$ cat src/rtl/aes_sbox.sv
// AES forward S-box: GF(2^8) inverse (x^254) followed by the FIPS-197 affine map.
// Optional macro SBOX_COMB_EN makes subByte purely combinational (no register).
module aes_sbox (
    input  logic       clk,
    input  logic       rst_n,
    input  logic [7:0] inByte,
    output logic [7:0] subByte
);

    function automatic logic [7:0] gf_mul(
        input logic [7:0] a,
        input logic [7:0] b
    );
        logic [7:0] p;
        logic [7:0] t;
        p = 8'h00;
        t = a;
        for (int i = 0; i < 8; i++) begin
            if (b[i]) p = p ^ t;
            t = {t[6:0], 1'b0} ^ (t[7] ? 8'h1b : 8'h00);
        end
        return p;
    endfunction

    // x^254 == x^-1 for nonzero x, and naturally maps 0 to 0
    function automatic logic [7:0] gf_inv(input logic [7:0] x);
        logic [7:0] y;
        y = gf_mul(x, x);
        y = gf_mul(y, x);
        y = gf_mul(y, y);
        y = gf_mul(y, x);
        y = gf_mul(y, y);
        y = gf_mul(y, x);
        y = gf_mul(y, y);
        y = gf_mul(y, x);
        y = gf_mul(y, y);
        y = gf_mul(y, x);
        y = gf_mul(y, y);
        y = gf_mul(y, x);
        y = gf_mul(y, y);
        return y;
    endfunction

    function automatic logic [7:0] affine(input logic [7:0] b);
        return b
             ^ {b[6:0], b[7]}
             ^ {b[5:0], b[7:6]}
             ^ {b[4:0], b[7:5]}
             ^ {b[3:0], b[7:4]}
             ^ 8'h63;
    endfunction

    logic [7:0] w_sub;

    assign w_sub = affine(gf_inv(inByte));

`ifdef SBOX_COMB_EN
    assign subByte = w_sub;
`else
    logic [7:0] r_sub;

    always_ff @(posedge clk or negedge rst_n) begin
        if (!rst_n) begin
            r_sub <= 8'h00;
        end else begin
            r_sub <= w_sub;
        end
    end

    assign subByte = r_sub;
`endif

endmodule

$ cat config.mk
export PLATFORM = sky130hd
export DESIGN_NAME = aes_sbox
export DESIGN_NICKNAME = d
export VERILOG_FILES = /design/src/rtl/aes_sbox.sv
export SDC_FILE = /design/constraint.sdc
export NUM_CORES = 1
export LEC_CHECK = 0
export BUFFER_PORTS_ARGS = -buffer_cell sky130_fd_sc_hd__buf_2
export CAP_MARGIN = 20
export CORE_MARGIN = 1
export CORE_UTILIZATION = 46
export CTS_BUF_LIST = sky130_fd_sc_hd__clkbuf_16
export CTS_CLUSTER_SIZE = 8
export DETAILED_ROUTE_END_ITERATION = 8
export GPL_TIMING_DRIVEN = 0
export SYNTH_ARGS = -nofsm -noshare
export SYNTH_HDL_FRONTEND = slang
export SYNTH_SLANG_ARGS = --single-unit
export TNS_END_PERCENT = 30
$ cat constraint.sdc
create_clock -name clk -period 1 [get_ports clk]
set_clock_uncertainty 0.2 [all_clocks]
set_input_delay 0.1 -clock clk [delete_from_list [all_inputs] [get_ports clk]]
set_output_delay 0.1 -clock clk [all_outputs]
set_load 0.02 [all_outputs]
==> results.cfg <==
[finish]
num-nets-final = 2036
largest_register_ffs = 8
fillers = 2684
syn_to_final_growth_pct = 31.2
drive_gt1_share_pct = 30.3
final_util_pct = 61.5
seq_area_sq_um = 200
multi_input_area_sq_um = 15500
antennaDiodeCount = 0

[global_route]
grt_pass1_vias = 13500
grt_remaining_overflow = 0
grt_pass1_wl_microns = 79800
grt_max_degree = 11
antenna_found_initial = 0
track_usage_pct = 32.6

[place]
port_buffers = 11
hpwl_microns = 38000
place.gp.congestion = 0.950
place_ws_ns = -21.08

[sta]
rsz0062_at_grt = true
timing.fmax_mhz = 52.9
finalSetupViolCount = 16
fin_crit_ns = 18.91
timing.slew.headroom_pct = 33.2
worst_slew_pin_slew_ns = 0.998
fin_crit_sh_pct = 1890
hold_violations = 0
slew_violations = 0
fin_ws_ns = -17.91

[clock_tree]
cts_buffer_depth = 2
cts_buffers = 3
root_buffer = clkbuf_16
tritoncts = yes
htreeDepth = 1
clkTransAtPathRegs_ns = 0.04
clock_sinks = 8

[die]
core_sq_um = 30700
die_w_microns = 179
start_util_pct = 46.8
io_pins = 18
dieArea_sq_um = 31900
die_y_microns = 179
rows = 64

[drt]
routed_via_density = 6.03
finalWirelength_microns = 53300
wire_per_inst_microns = 22.1
first_iter_violations = 1430
vias = 14600
drt_pre_antenna_iters = 7
ant_nets = 0
drc = 0

[critical_path]
worst-path-max-fanout = 10
cp.arrival_ns = 18.84
cp_data_required_time_ns = 0.93
critical_path.startpoint = inByte[0]
crit_type = in2reg
cpMostUsedCell = xnor3_2
max_stage_delay_ns = 0.54
slowest_stage = xnor3_2
cp-end-kind = flip-flop
critical_path.startpoint_type = input port

[synthesis]
synthCells = 1804
syn_area_sq_um = 14400
ys.flop_type = dfrtp_1
synth_seq_cells = 8
synth_warnings = 0
synth.avg_cell_area_sq_um = 7.96
synth_edf_count = 0
yosysSeqAreaShare_pct = 1.39
ys_types = 97
synthesis.nets = 1821
synthArstFlopShare_pct = 100

[run_status]
violations = setup timing
status = complete, but fails checks

[run]
max-cap-violations = 0

[hold_path]
hold_class = in2async
cell usage after synthesis, drive strengths merged (16+ instances only):
library cell    n  share of area [%]
a211oi         16               0.91
a21oi          53                1.8
and2           16               0.70
buf            59                2.3
clkbuf         74                1.9
inv            32               0.84
mux2i          67                4.7
nand2         254                6.7
nand2b         21               0.91
nand3          41                1.4
nor2          164                4.4
nor3           41                1.4
o211ai         25                1.3
o21ai          61                2.1
xnor2         318                 21
xnor3         108                 17
xor2          134                9.0
xor3           18                3.0
layer usage:
| metal | wire [microns] | vias to the layer above | GRT usage, % |
|---|---|---|---|
| li1 | - | 6720 | - |
| met1 | 23200 | 7056 | 47.2 |
| met2 | 23600 | 686 | 50.5 |
| met3 | 4880 | 95 | 4.73 |
| met4 | 1540 | 0 | 7.91 |
| met5 | 0 | - | 0 |
placed cells by master (no fill, tap or decap), types with 56 or more instances in the layout:
cell type  netlist  routed
buf_4           15     208
clkbuf_1        74      56
mux2i_1         67      63
nand2_1        253     249
nor2_1         160     148
xnor2_1        291     213
xnor2_2         21      58
xnor3_1         93      57
xor2_1         124     102
cell type report:
type	instances	share of cell area [%]
buffer	128	4.09
clock buffer	3	0.398
inverter	36	0.797
multi-input combinational	1627	82.1
sequential	8	1.06
tap	396	2.63
timing repair buffer	215	8.91
stage by stage:
stage | area, sq um | setup TNS, ns | hold slack [ns] | std cells
floorplan | 15000 | -134.78 | -0.396 | 1804
global placement | 15600 | -165.61 | -0.256 | 2211
detailed placement | 15600 | -167.24 | -0.247 | 2212
CTS | 17700 | -140.64 | 0.0457 | 2344
global route | 18800 | -146.95 | 0.0873 | 2413
finish | 18800 | -142.11 | 0.0478 | 2413
worst max-delay path: cells and delay by family:
family / cells / cell delay [ns]
fa+ha+maj: 5 / 1.37
xor+xnor: 37 / 10.92
mux: 4 / 1.08
buf+inv: 15 / 2.23
simple gates: 10 / 1.75
compound gates: 6 / 1.39
worst paths after layout:
kind	to	slack, ns
hold / removal	subByte[5]$_DFF_PN0_	0.05
setup / recovery	subByte[4]$_DFF_PN0_	-17.91
max in group asynchronous	subByte[2]$_DFF_PN0_	0.38
min in group clk	subByte[0]	0.58
cell families (layout without fill, tap and decap cells):
family          count (synthesis)  after routing  synth area share, %
simple gates                  633            633                 20.2
xor+xnor                      578            578                 50.3
compound gates                332            332                 16.8
buf+inv                       169            382                 5.16
mux                            77             77                 5.45
flops                           8              8                 1.39
fa+ha+maj                       7              7                0.610
repair_timing:
item	CTS	global route
setup endpoints to repair	16	16
pin swaps	97	68
gates cloned	0	1
gates resized for setup	185	119
setup buffers	132	70
endpoints found under the hold margin	8	0
hold buffers	1	0
Power is not shown: default switching activity piles up to over one toggle a cycle in this logic, so the estimate is an artifact.
